===== src/rtl/flash_read_arbiter.sv =====
// Two-port round-robin SPI (mode 0) read engine: each grant issues one READ (0x03)
// with a word-aligned 24-bit address and returns one little-endian 32-bit word.
module flash_read_arbiter #(
  parameter int CLK_DIV  = 2,
  parameter int CSB_IDLE = 2
) (
  input  logic        clock,
  input  logic        resetb,
  input  logic        req0_valid,
  input  logic [23:0] req0_addr,
  output logic        req0_ack,
  input  logic        req1_valid,
  input  logic [23:0] req1_addr,
  output logic        req1_ack,
  output logic [31:0] rdata,
  output logic        busy,
  output logic        flash_csb,
  output logic        flash_clk,
  output logic        flash_io0,
  input  logic        flash_io1
);
  localparam int HW = (CLK_DIV > 1) ? $clog2(CLK_DIV) : 1;
  localparam int GW = (CSB_IDLE > 1) ? $clog2(CSB_IDLE) : 1;
  localparam logic [HW-1:0] HALF_TC = HW'(CLK_DIV - 1);
  localparam logic [GW-1:0] GAP_TC  = GW'(CSB_IDLE - 1);
  localparam logic [7:0] CMD_READ = 8'h03;

  typedef enum logic [1:0] {S_IDLE, S_XFER, S_GAP} state_t;
  state_t r_state, w_state_next;

  logic          r_last, r_port, r_sclk, r_csb, r_ack0, r_ack1, r_busy;
  logic [HW-1:0] r_hcnt;
  logic [6:0]    r_half;
  logic [GW-1:0] r_gcnt;
  logic [31:0]   r_tx, r_rx, r_rdata;

  logic          w_grant, w_grant_port, w_half_tc, w_rise, w_fall, w_xfer_done, w_gap_done;
  logic [23:0]   w_grant_addr;
  logic [31:0]   w_word;

  // First byte on the wire lands in rdata[7:0].
  for (genvar gi = 0; gi < 4; gi++) begin : g_swap
    assign w_word[8*gi +: 8] = r_rx[31-8*gi -: 8];
  end

  always_ff @(posedge clock or negedge resetb) begin
    if (!resetb) r_state <= S_IDLE;
    else         r_state <= w_state_next;
  end

  always_comb begin
    w_state_next = r_state;
    case (r_state)
      S_IDLE:  if (w_grant)     w_state_next = S_XFER;
      S_XFER:  if (w_xfer_done) w_state_next = S_GAP;
      S_GAP:   if (w_gap_done)  w_state_next = S_IDLE;
      default: w_state_next = S_IDLE;
    endcase
  end

  always_comb begin
    w_grant      = 1'b0;
    w_grant_port = 1'b0;
    w_rise       = 1'b0;
    w_fall       = 1'b0;
    w_xfer_done  = 1'b0;
    w_gap_done   = 1'b0;
    w_half_tc    = (r_hcnt == HALF_TC);
    case (r_state)
      S_IDLE: begin
        w_grant      = req0_valid | req1_valid;
        w_grant_port = (req0_valid && req1_valid) ? ~r_last : req1_valid;
      end
      S_XFER: begin
        w_rise      = w_half_tc & ~r_sclk;
        w_fall      = w_half_tc & r_sclk;
        w_xfer_done = w_fall && (r_half == 7'd127);
      end
      S_GAP:   w_gap_done = (r_gcnt == GAP_TC);
      default: ;
    endcase
    w_grant_addr = (w_grant_port ? req1_addr : req0_addr) & ~24'h3;
  end

  always_ff @(posedge clock or negedge resetb) begin
    if (!resetb) begin
      r_last  <= 1'b1;
      r_port  <= 1'b0;
      r_sclk  <= 1'b0;
      r_csb   <= 1'b1;
      r_ack0  <= 1'b0;
      r_ack1  <= 1'b0;
      r_busy  <= 1'b0;
      r_hcnt  <= '0;
      r_half  <= '0;
      r_gcnt  <= '0;
      r_tx    <= '0;
      r_rx    <= '0;
      r_rdata <= '0;
    end else begin
      r_ack0 <= 1'b0;
      r_ack1 <= 1'b0;
      case (r_state)
        S_IDLE: begin
          r_hcnt <= '0;
          r_half <= '0;
          r_gcnt <= '0;
          r_sclk <= 1'b0;
          if (w_grant) begin
            r_port <= w_grant_port;
            r_last <= w_grant_port;
            r_busy <= 1'b1;
            r_csb  <= 1'b0;
            r_tx   <= {CMD_READ, w_grant_addr};
          end
        end
        S_XFER: begin
          r_hcnt <= w_half_tc ? '0 : r_hcnt + 1'b1;
          if (w_half_tc) begin
            r_sclk <= ~r_sclk;
            r_half <= r_half + 1'b1;
          end
          // The shifter keeps only the last 32 samples, i.e. the data phase.
          if (w_rise) r_rx <= {r_rx[30:0], flash_io1};
          if (w_fall) r_tx <= {r_tx[30:0], 1'b0};
          if (w_xfer_done) begin
            r_csb   <= 1'b1;
            r_rdata <= w_word;
            r_ack0  <= ~r_port;
            r_ack1  <= r_port;
          end
        end
        S_GAP: begin
          r_gcnt <= r_gcnt + 1'b1;
          if (w_gap_done) r_busy <= 1'b0;
        end
        default: ;
      endcase
    end
  end

  assign req0_ack  = r_ack0;
  assign req1_ack  = r_ack1;
  assign rdata     = r_rdata;
  assign busy      = r_busy;
  assign flash_csb = r_csb;
  assign flash_clk = r_sclk;
  assign flash_io0 = r_tx[31];
endmodule

===== config.mk =====
export PLATFORM = sky130hd
export DESIGN_NAME = flash_read_arbiter
export DESIGN_NICKNAME = d
export VERILOG_FILES = /design/src/rtl/flash_read_arbiter.sv
export SDC_FILE = /design/constraint.sdc
export NUM_CORES = 1
export LEC_CHECK = 0
export CORE_MARGIN = 3
export CORE_UTILIZATION = 45
export CTS_BUF_LIST = sky130_fd_sc_hd__clkbuf_8
export DETAILED_ROUTE_END_ITERATION = 8
export GPL_TIMING_DRIVEN = 0
export HOLD_SLACK_MARGIN = 0.1
export PLACE_DENSITY = 0.68
export REMOVE_ABC_BUFFERS = 1
export SYNTH_ARGS = -nofsm -noshare
export SYNTH_HDL_FRONTEND = slang
export SYNTH_SLANG_ARGS = --single-unit

===== constraint.sdc =====
create_clock -name clock -period 3.96 [get_ports clock]
set_input_delay 0.396 -clock clock [delete_from_list [all_inputs] [get_ports clock]]
set_output_delay 0.396 -clock clock [all_outputs]
set_load 0.005 [all_outputs]

==> results.yml, run 1 <==
grt:
  antenna_found_initial: 0
  gr-total-overflow: 0
  grt_usage_pct: 16.35
  first_global_vias: 3105
  grt_max_degree: 74
  grt_pass1_wl_um: 15210
route:
  drt_wl_total_um: 9479
  wl_per_cell_um: 15.90
  vias: 3201
  drc: 0
  drtIter0Drc: 99
  drtAntennaViolNets: 0
  dr.pass1.iters: 4
  drt-vias-per-instance: 5.371
timing:
  hold_viol: 0
  period_share_pct: 70.01
  rsz0062_at_grt: "no"
  slew_violations: 0
  min_period_ns: 2.772
  whs_ns: 0.4603
  tns_ns: 0
  clock.fmax_mhz: 360.7
  slew_headroom_pct: 31.73
  skew_ns: 0.007685
  worst_slew_pin_slew_ns: 1.023
  setup_ws_ns: 1.188
  finalSetupViolations: 0
floorplan:
  die_y_um: 109.2
  fp.dieArea_mm2: 0.01192
  row_count: 37
  die_x_um: 109.2
  fp.coreArea_mm2: 0.01032
  ios: 91
  initial_core_util_pct: 46.41
pwr:
  p_leak_nw: 2.702
  power_density_mw_per_mm2: 316.1
  irDropWorstVdd_uv: 251.8
worst_setup_path:
  arrival_ns: 2.99
  ff2ff_setup_slack_ns: 1.19
  critPathLaunchType: "flop"
  critPathRequiredTime_ns: 4.18
  critical_path.startpoint: "r_state[0]$_DFFE_PN0P_"
  r2r-end: "r_tx[10]$_DFFE_PN0P_"
  r2r-start: "r_state[0]$_DFFE_PN0P_"
  worstSetupEndpointType: "flop"
  path_class: "flop to flop"
  worstRegToRegCells: 4
  crit_path_max_fanout: 29
outcome:
  status: "finished, final reports clean"
clocking:
  cts-root-buf: "clkbuf_8"
  cts_resized: 0
  cts_tree: "built"
  ctsLongestPathBuffers: 2
  clk_latency_ns: 0.36
  path_clk_slew_ns: 0.10
  htree_num_levels: 3
  postCtsSetupBuffers: 0
  clkSinkCount: 112
  cts_buffers: 9
yosys:
  synth_top_cell_area_share_pct: 57.46
  syn_area_mm2: 0.004791
  netlist_instances: 378
  synth_top_cell_by_area: "dfrtp_1"
  synth.yosys.seq_area_share_pct: 58.55
  synth_seq_cells: 112
  netlist_top_cells_area: "dfrtp_1, mux2_2, a32oi_1, o221ai_1, inv_1"
  syn_area_per_cell_um2: 12.67
  synth_cell_types: 42
  yosysWarnings: 0
min_path:
  hp-start: "r_port$_DFFE_PN0P_"
  min_to: "req0_ack$_DFF_PN0_"
  hold_path.class: "flop to flop"
  min_path_cells: 1
placed_design:
  dp_cells: 579
  dp_hpwl_um: 6222
  placed_area_mm2: 0.005803
  pre_cts_slack_ns: 1.204
  io_buffers: 86
  place_congestion: 0.7739
job:
  maxCapViolations: 0
cells_and_area:
  layout-drive-gt1-share_pct: 20.65
  n_antenna_cell: 0
  fin_cells: 596
  final_area_mm2: 0.005993
  fillCellCount: 850
  area_delta_synth_final_pct: 25.10
  fin_nets: 509
## critical path, cell delays in order (launching register included)
cell	delay [ns]
dfrtp_1	0.88
and4b_1	0.98
o21bai_2	0.41
buf_16	0.22
o221ai_1	0.13
## cells in the mapped netlist, drive strengths merged
master,n
a21boi,1
a21o,2
a21oi,3
a22o,6
a2bb2oi,1
a31oi,1
a32oi,20
and2,1
and4b,1
buf,9
clkbuf,17
dfrtp,110
dfstp,2
ha,1
inv,32
mux2,66
mux2i,4
nand2,27
nand2b,4
nand3,3
nand3b,1
nand4,1
nand4b,9
nor2,7
nor2b,2
nor3b,1
nor4,3
o2111ai,1
o21a,1
o21ai,11
o21bai,1
o221ai,20
o22ai,1
o2bb2ai,1
o311ai,1
o31ai,1
or2,2
or3,1
or4,2
## metrics by stage
step                power (W)  utilization, %
floorplan            0.001199               -
global placement     0.001281           55.16
detailed placement   0.001288           56.21
CTS                  0.001924           58.05
global route         0.001978           58.05
finish               0.001894           58.05
## repair_timing
| item | CTS | global route |
|---|---|---|
| hold endpoints to repair | 39 | 0 |
| hold buffers | 1 | 0 |
| setup endpoints to repair | 0 | 0 |
## placed cells by master, fill, tap and decap left out, types with 2 or more instances in the layout
| cell type | n |
|---|---|
| clkinv_2 | 2 |
| a21oi_1 | 3 |
| or4_1 | 2 |
| nor4_1 | 2 |
| buf_16 | 2 |
| buf_8 | 2 |
| or2_2 | 2 |
| mux2_2 | 64 |
| o221ai_1 | 20 |
| clkdlybuf4s50_1 | 85 |
| clkinvlp_4 | 2 |
| a21o_1 | 2 |
| nor2_1 | 6 |
| nand2b_1 | 4 |
| inv_1 | 32 |
| dfstp_2 | 2 |
| nand3_1 | 3 |
| dfrtp_1 | 110 |
| nor2b_1 | 2 |
| mux2_1 | 2 |
| nand2_1 | 27 |
| a32oi_1 | 20 |
| o21ai_0 | 11 |
| clkbuf_8 | 10 |
| mux2i_1 | 4 |
| nand4b_1 | 9 |
| a22o_1 | 6 |
## layout make-up
cell class / count / area (um2) / area share (%)
clock buffer: 10 / 137.6 / 2.296
clock inverter: 6 / 42.54 / 0.7098
inverter: 32 / 120.1 / 2.004
multi-input combinational: 208 / 1753 / 29.25
sequential: 112 / 2805 / 46.81
tap: 136 / 170.2 / 2.839
timing repair buffer: 92 / 964.7 / 16.10
## power by group
part | switching (W) | total (W) | internal [W]
Sequential | 0.00000518 | 0.00116 | 0.00115
Combinational | 0.0000485 | 0.000109 | 0.0000602
Clock | 0.000383 | 0.000630 | 0.000248
Total | 0.000436 | 0.00189 | 0.00146
## layer usage
| layer | vias up | GRT usage, % | part of all wire [%] |
|---|---|---|---|
| met2 | 72 | 24.39 | 44 |
| met4 | 0 | 4.541 | 1.1 |
| met1 | 1584 | 22.15 | 47 |
| met5 | - | 0 | 0 |
| met3 | 8 | 6.690 | 8.2 |
| li1 | 1537 | - | - |
## how the worst max path moves through the flow
stage                            to  depth (start not counted)
3_3_place_gp   rdata[8]$_DFFE_PN0P_                          1
4_1_cts        r_tx[10]$_DFFE_PN0P_                          4
3_5_place_dp   r_tx[16]$_DFFE_PN0P_                          4
6_report       r_tx[10]$_DFFE_PN0P_                          4
5_1_grt         r_tx[6]$_DFFE_PN0P_                          4
2_1_floorplan   r_rx[0]$_DFFE_PN0P_                          3
## state kept, by name (all words and copies together), names as in the netlist
| register | count |
|---|---|
| r_hcnt | 1 |
| req1_ack | 1 |
| r_rx | 32 |
| r_state | 2 |
| r_tx | 30 |
| r_gcnt | 1 |
| flash_clk | 1 |
| flash_csb | 1 |
| r_last | 1 |
| r_port | 1 |
| busy | 1 |
| rdata | 32 |
| r_half | 7 |
| req0_ack | 1 |
## cell families after synthesis
group | count (synthesis) | synth area share, %
buffers and inverters | 58 | 5.171
AO/OA/AOI/OAI | 72 | 11.81
multiplexers | 70 | 16.35
adder cells (fa/ha/maj) | 1 | 0.2611
flip-flops | 112 | 58.55
AND/OR/NAND/NOR | 65 | 7.861
Note: power is estimated with default switching activity, not from simulation.
==> run 2, diff against run 1 <==
==> constraint.sdc (replaced) <==
create_clock -name clock -period 2.7 [get_ports clock]
set_input_delay 0.27 -clock clock [delete_from_list [all_inputs] [get_ports clock]]
set_output_delay 0.27 -clock clock [all_outputs]
set_load 0.005 [all_outputs]
==> run 2 against run 1 <==
Compared with the run above: hold slack lost 0.032 ns; final cell count is the same; global-route usage is the same; clock power grew 47%; routed wire length is essentially flat; sequential share of layout area is essentially flat; sequential power grew 46%.
==> results.yml, run 2 (synthesis gave the netlist of run 1 again) <==
outcome:
  status: "finished, final reports clean"
timing:
  period_share_pct: 93.64
  rsz0062_at_grt: "no"
  whs_ns: 0.4281
  worst_slew_pin_slew_ns: 0.9390
  hold_viol: 0
  min_period_ns: 2.528
  skew_ns: 0.007671
  slew_violations: 0
  clock.fmax_mhz: 395.5
  slew_headroom_pct: 37.21
  finalSetupViolations: 0
cells_and_area:
  layout_commonest_cell: "dfrtp_1"
  layout-drive-gt1-share_pct: 20.87
  final_cell_mix: "dfrtp_1, clkdlybuf4s50_1, mux2_2, inv_1, nand2_1"
  fin_nets: 509
  final_area_mm2: 0.005995
  fin_cells: 596
  n_antenna_cell: 0
  area_delta_synth_final_pct: 25.12
placed_design:
  placed_area_mm2: 0.005803
  dp_hpwl_um: 6222
  place_congestion: 0.7739
  dp_cells: 579
  io_buffers: 86
route:
  dr.pass1.iters: 4
  drt_wl_total_um: 9475
  wl_per_cell_um: 15.90
  vias: 3201
  drtIter0Drc: 100
  drc: 0
  drt-vias-per-instance: 5.371
  drtAntennaViolNets: 0
clocking:
  cts-root-buf: "clkbuf_8"
  cts_tree: "built"
  ctsLongestPathBuffers: 2
  path_clk_slew_ns: 0.10
  htree_num_levels: 3
  cts_buffers: 9
  clkSinkCount: 112
  clk_latency_ns: 0.36
job:
  maxCapViolations: 0
pwr:
  power_density_mw_per_mm2: 463.3
  switching_share_pct: 23.00
  p_int_w: 0.002138
  finalPower_w: 0.002777
  p_sw_w: 0.0006388
  irDropWorstVdd_uv: 368.6
  p_clk_share_pct: 33.2
  p_leak_nw: 2.702
  power.share.sequential_pct: 61.0
  combPwrFrac_pct: 5.7
worst_setup_path:
  worstSetupEndpointType: "flop"
  critPathRequiredTime_ns: 2.96
  critPathLaunchType: "flop"
  path_class: "flop to flop"
  r2r-start: "r_state[0]$_DFFE_PN0P_"
  critPathSlowestCell: "dfrtp_1"
  crit_path_max_fanout: 24
  arrival_ns: 2.79
  slowest_delay_ns: 0.87
  critical_path.startpoint: "r_state[0]$_DFFE_PN0P_"
  crit_chain: "nand3b_4 -> nor4_4 -> buf_6 -> mux2_2"
grt:
  gr-total-overflow: 0
  grt_usage_pct: 16.35
  antenna_found_initial: 0
  grt_max_degree: 74
  first_global_vias: 3105
  grt_pass1_wl_um: 15210
floorplan:
  row_count: 37
  die_x_um: 109.2
  initial_core_util_pct: 46.41
  die_y_um: 109.2
  fp.dieArea_mm2: 0.01192
  ios: 91
  fp.coreArea_mm2: 0.01032
min_path:
  hold_path.class: "primary input to async pin"
-- run 2: what timing repair did --
action / 4_1_cts / 5_1_grt
endpoints found under the setup margin: 22 / 0
buffers inserted: 0 / 0
hold endpoints to repair: 39 / 0
gates resized for setup: 1 / 0
hold buffers: 1 / 0
-- run 2: worst paths after layout --
check,endpoint,slack (ns),cells after the start
max in group asynchronous,r_last$_DFFE_PN1P_,1.54,3
min reg2reg,req0_ack$_DFF_PN0_,0.46,1
min in group clock,req0_ack$_DFF_PN0_,0.46,1
max reg2reg,rdata[16]$_DFFE_PN0P_,0.17,4
min,r_tx[20]$_DFFE_PN0P_,0.43,2
max,rdata[16]$_DFFE_PN0P_,0.17,4
-- run 2: critical path, delay by kind of cell, from the launching register on --
| kind | cells | cell delay, ns |
|---|---|---|
| flops | 1 | 0.87 |
| simple gates | 2 | 0.91 |
| buf+inv | 1 | 0.28 |
| mux | 1 | 0.35 |
-- run 2: metrics by stage --
step	setup TNS (ns)	setup slack, ns	utilization (%)
after floorplan	-0.9870	-0.03084	-
after global placement	-390.93	-2.875	55.16
after detailed placement	-0.7764	-0.05592	56.21
after CTS	0	0.1555	58.07
after global routing	0	0.01768	58.07
final	0	0.1716	58.07
-- run 2: power groups by stage --
| stage | Sequential (W) | Combinational (W) | Clock (W) |
|---|---|---|---|
| 2_1_floorplan | 0.00173 | 0.0000337 | 0 |
| 3_3_place_gp | 0.00173 | 0.000150 | 0 |
| 3_5_place_dp | 0.00173 | 0.000162 | 0 |
| 4_1_cts | 0.00169 | 0.000163 | 0.000964 |
| 5_1_grt | 0.00170 | 0.000174 | 0.00103 |
| 6_report | 0.00169 | 0.000159 | 0.000923 |
-- run 2: area by class of cell --
type                       count  area (um2)
multi-input combinational    208        1754
clock buffer                  10       137.6
timing repair buffer          92       964.7
sequential                   112        2805
fill                         850        4329
tap                          136       170.2
clock inverter                 6       42.54
inverter                      32       120.1
-- run 2: layer usage --
metal / global-route usage (%) / vias to the layer above / part of all wire (%)
met5: 0 / - / 0
met4: 4.541 / 0 / 1.1
met3: 6.690 / 8 / 8.3
met2: 24.39 / 72 / 44
met1: 22.15 / 1587 / 47
li1: - / 1534 / -
==> run 3, diff against run 2 <==
--- a/config.mk
+++ b/config.mk
@@ -11,8 +11,9 @@
 export DETAILED_ROUTE_END_ITERATION = 8
 export GPL_TIMING_DRIVEN = 0
 export HOLD_SLACK_MARGIN = 0.1
-export PLACE_DENSITY = 0.68
+export PLACE_DENSITY = 0.7
 export REMOVE_ABC_BUFFERS = 1
 export SYNTH_ARGS = -nofsm -noshare
 export SYNTH_HDL_FRONTEND = slang
 export SYNTH_SLANG_ARGS = --single-unit
+export TNS_END_PERCENT = 50
==> run 3 against run 2 <==
Compared with the run above: non-clock buffer count did not move; critical path type unchanged; worst setup slack improved by 0.12 ns; final area increased by 0.71%; critical path depth is 1 higher; maximum frequency rose by 5.2%; sequential share of layout area down 0.31 points; sequential cell count unchanged; combinational power about the same; sequential power about the same; first-iteration DRC count grew 17%; die area unchanged.
==> results.yml, run 3 (synthesis gave the netlist of run 1 again) <==
outcome:
  status: "finished, final reports clean"
worst_setup_path:
  path_class: "flop to flop"
  r2r-start: "r_state[1]$_DFFE_PN0P_"
  worstSetupEndpointType: "flop"
  critPathLaunchType: "flop"
  r2r-end: "rdata[15]$_DFFE_PN0P_"
  worstSetupEndpoint: "rdata[15]$_DFFE_PN0P_"
  worstRegToRegCells: 5
  critPathRequiredTime_ns: 2.95
  crit_path_max_fanout: 25
  arrival_ns: 2.66
  critical_path.startpoint: "r_state[1]$_DFFE_PN0P_"
  ff2ff_setup_slack_ns: 0.30
grt:
  grt_max_degree: 70
  grtUsageMet1_pct: 21.97
  grt_pass1_wl_um: 16010
  grt-busiest-layer: "met2"
  grt_usage_pct: 16.83
  antenna_found_initial: 0
  first_global_vias: 3289
  use_met3_pct: 6.394
  gr-total-overflow: 0
  grt_use_met2_pct: 27.28
cells_and_area:
  fin_nets: 509
  fin_cells: 596
  layout-drive-gt1-share_pct: 21.09
  fillCellCount: 827
  final_area_mm2: 0.006037
  area_delta_synth_final_pct: 26.01
  final_cell_mix: "dfrtp_1, clkdlybuf4s50_1, mux2_2, inv_1, nand2_1"
  layout_commonest_cell: "dfrtp_1"
  n_antenna_cell: 0
timing:
  worst_slew_pin_slew_ns: 0.9239
  slew_violations: 0
  slew_headroom_pct: 38.21
  tns_ns: 0
  clock.fmax_mhz: 415.9
  rsz0062_at_grt: "no"
  finalSetupViolations: 0
  period_share_pct: 89.05
  hold_viol: 0
  whs_ns: 0.4555
  min_period_ns: 2.404
  skew_ns: 0.01088
pwr:
  power_density_mw_per_mm2: 481.8
  irDropWorstVdd_uv: 344.9
  p_leak_nw: 2.725
  finalPower_w: 0.002909
clocking:
  htree_num_levels: 3
  clk_latency_ns: 0.37
  clkSinkCount: 112
  cts_tree: "built"
  ctsLongestPathBuffers: 2
  postCtsSetupBuffers: 0
  path_clk_slew_ns: 0.10
  cts-root-buf: "clkbuf_8"
  cts_buffers: 9
route:
  drt-vias-per-instance: 5.403
  dr.pass1.iters: 4
  drt_wl_total_um: 9541
  drtIter0Drc: 117
  vias: 3220
  wl_per_cell_um: 16.01
  drc: 0
  drtAntennaViolNets: 0
floorplan:
  die_y_um: 109.2
  ios: 91
  initial_core_util_pct: 46.41
  row_count: 37
  fp.coreArea_mm2: 0.01032
  fp.dieArea_mm2: 0.01192
  die_x_um: 109.2
placed_design:
  placed_area_mm2: 0.005803
  dp_hpwl_um: 6421
  place_congestion: 0.7896
  dp_cells: 579
  io_buffers: 86
job:
  maxCapViolations: 0
min_path:
  hold_path.class: "primary input to async pin"
[run 3: changes by cell type in the layout (fill, tap and decap cells not counted), sizes merged]
cell,previous run,this run
bufinv,0,1
clkinv,3,2
clkinvlp,2,0
inv,33,35
[run 3: worst min path at each step]
stage / slack (ns) / endpoint / cells after the start / start
after floorplan: -0.03 / busy$_DFFE_PN0P_ / 0 / resetb
after CTS: 0.46 / rdata[27]$_DFFE_PN0P_ / 2 / resetb
final: 0.46 / r_tx[22]$_DFFE_PN0P_ / 2 / resetb
after global routing: 0.48 / req0_ack$_DFF_PN0_ / 1 / r_port$_DFFE_PN0P_
after detailed placement: 0.32 / req0_ack$_DFF_PN0_ / 1 / resetb
after global placement: 0.44 / req0_ack$_DFF_PN0_ / 1 / r_port$_DFFE_PN0P_
[run 3: metal layers]
layer,vias up,wire [um]
met5,-,0
li1,1536,-
met4,0,68
met2,91,4342
met3,6,808
met1,1587,4322
[run 3: power by group]
part           internal, W  switching, W
Sequential         0.00169    0.00000732
Clock             0.000477      0.000577
Combinational    0.0000883     0.0000715
[run 3: timing repair]
item / in CTS / in global routing
gates resized for setup: 1 / 1
hold buffers: 1 / 0
hold endpoints to repair: 42 / 0
endpoints found under the setup margin: 20 / 9
[run 3: layout make-up]
cell class	count	area [um2]	area share [%]
flip-flops and latches	112	2806	46.49
multi-input cells	208	1754	29.06
repair buffers	92	964.7	15.98
well taps	136	170.2	2.819
clock buffers	10	137.6	2.280
inverters	32	120.1	1.990
clock inverters	6	83.83	1.389
[run 3: worst max-delay path, cell delays in order, from the launching register on]
cell and delay, ns:
dfrtp_1 0.62, nand3b_4 0.30, nor4_4 0.57, buf_8 0.24, buf_6 0.20, mux2_2 0.35
[run 3: metrics by stage]
stage / util, % / setup slack (ns)
2_1_floorplan: - / -0.03084
3_3_place_gp: 55.16 / -2.837
3_5_place_dp: 56.21 / -0.05467
4_1_cts: 58.47 / 0.1381
5_1_grt: 58.48 / 0.1034
6_report: 58.48 / 0.2956
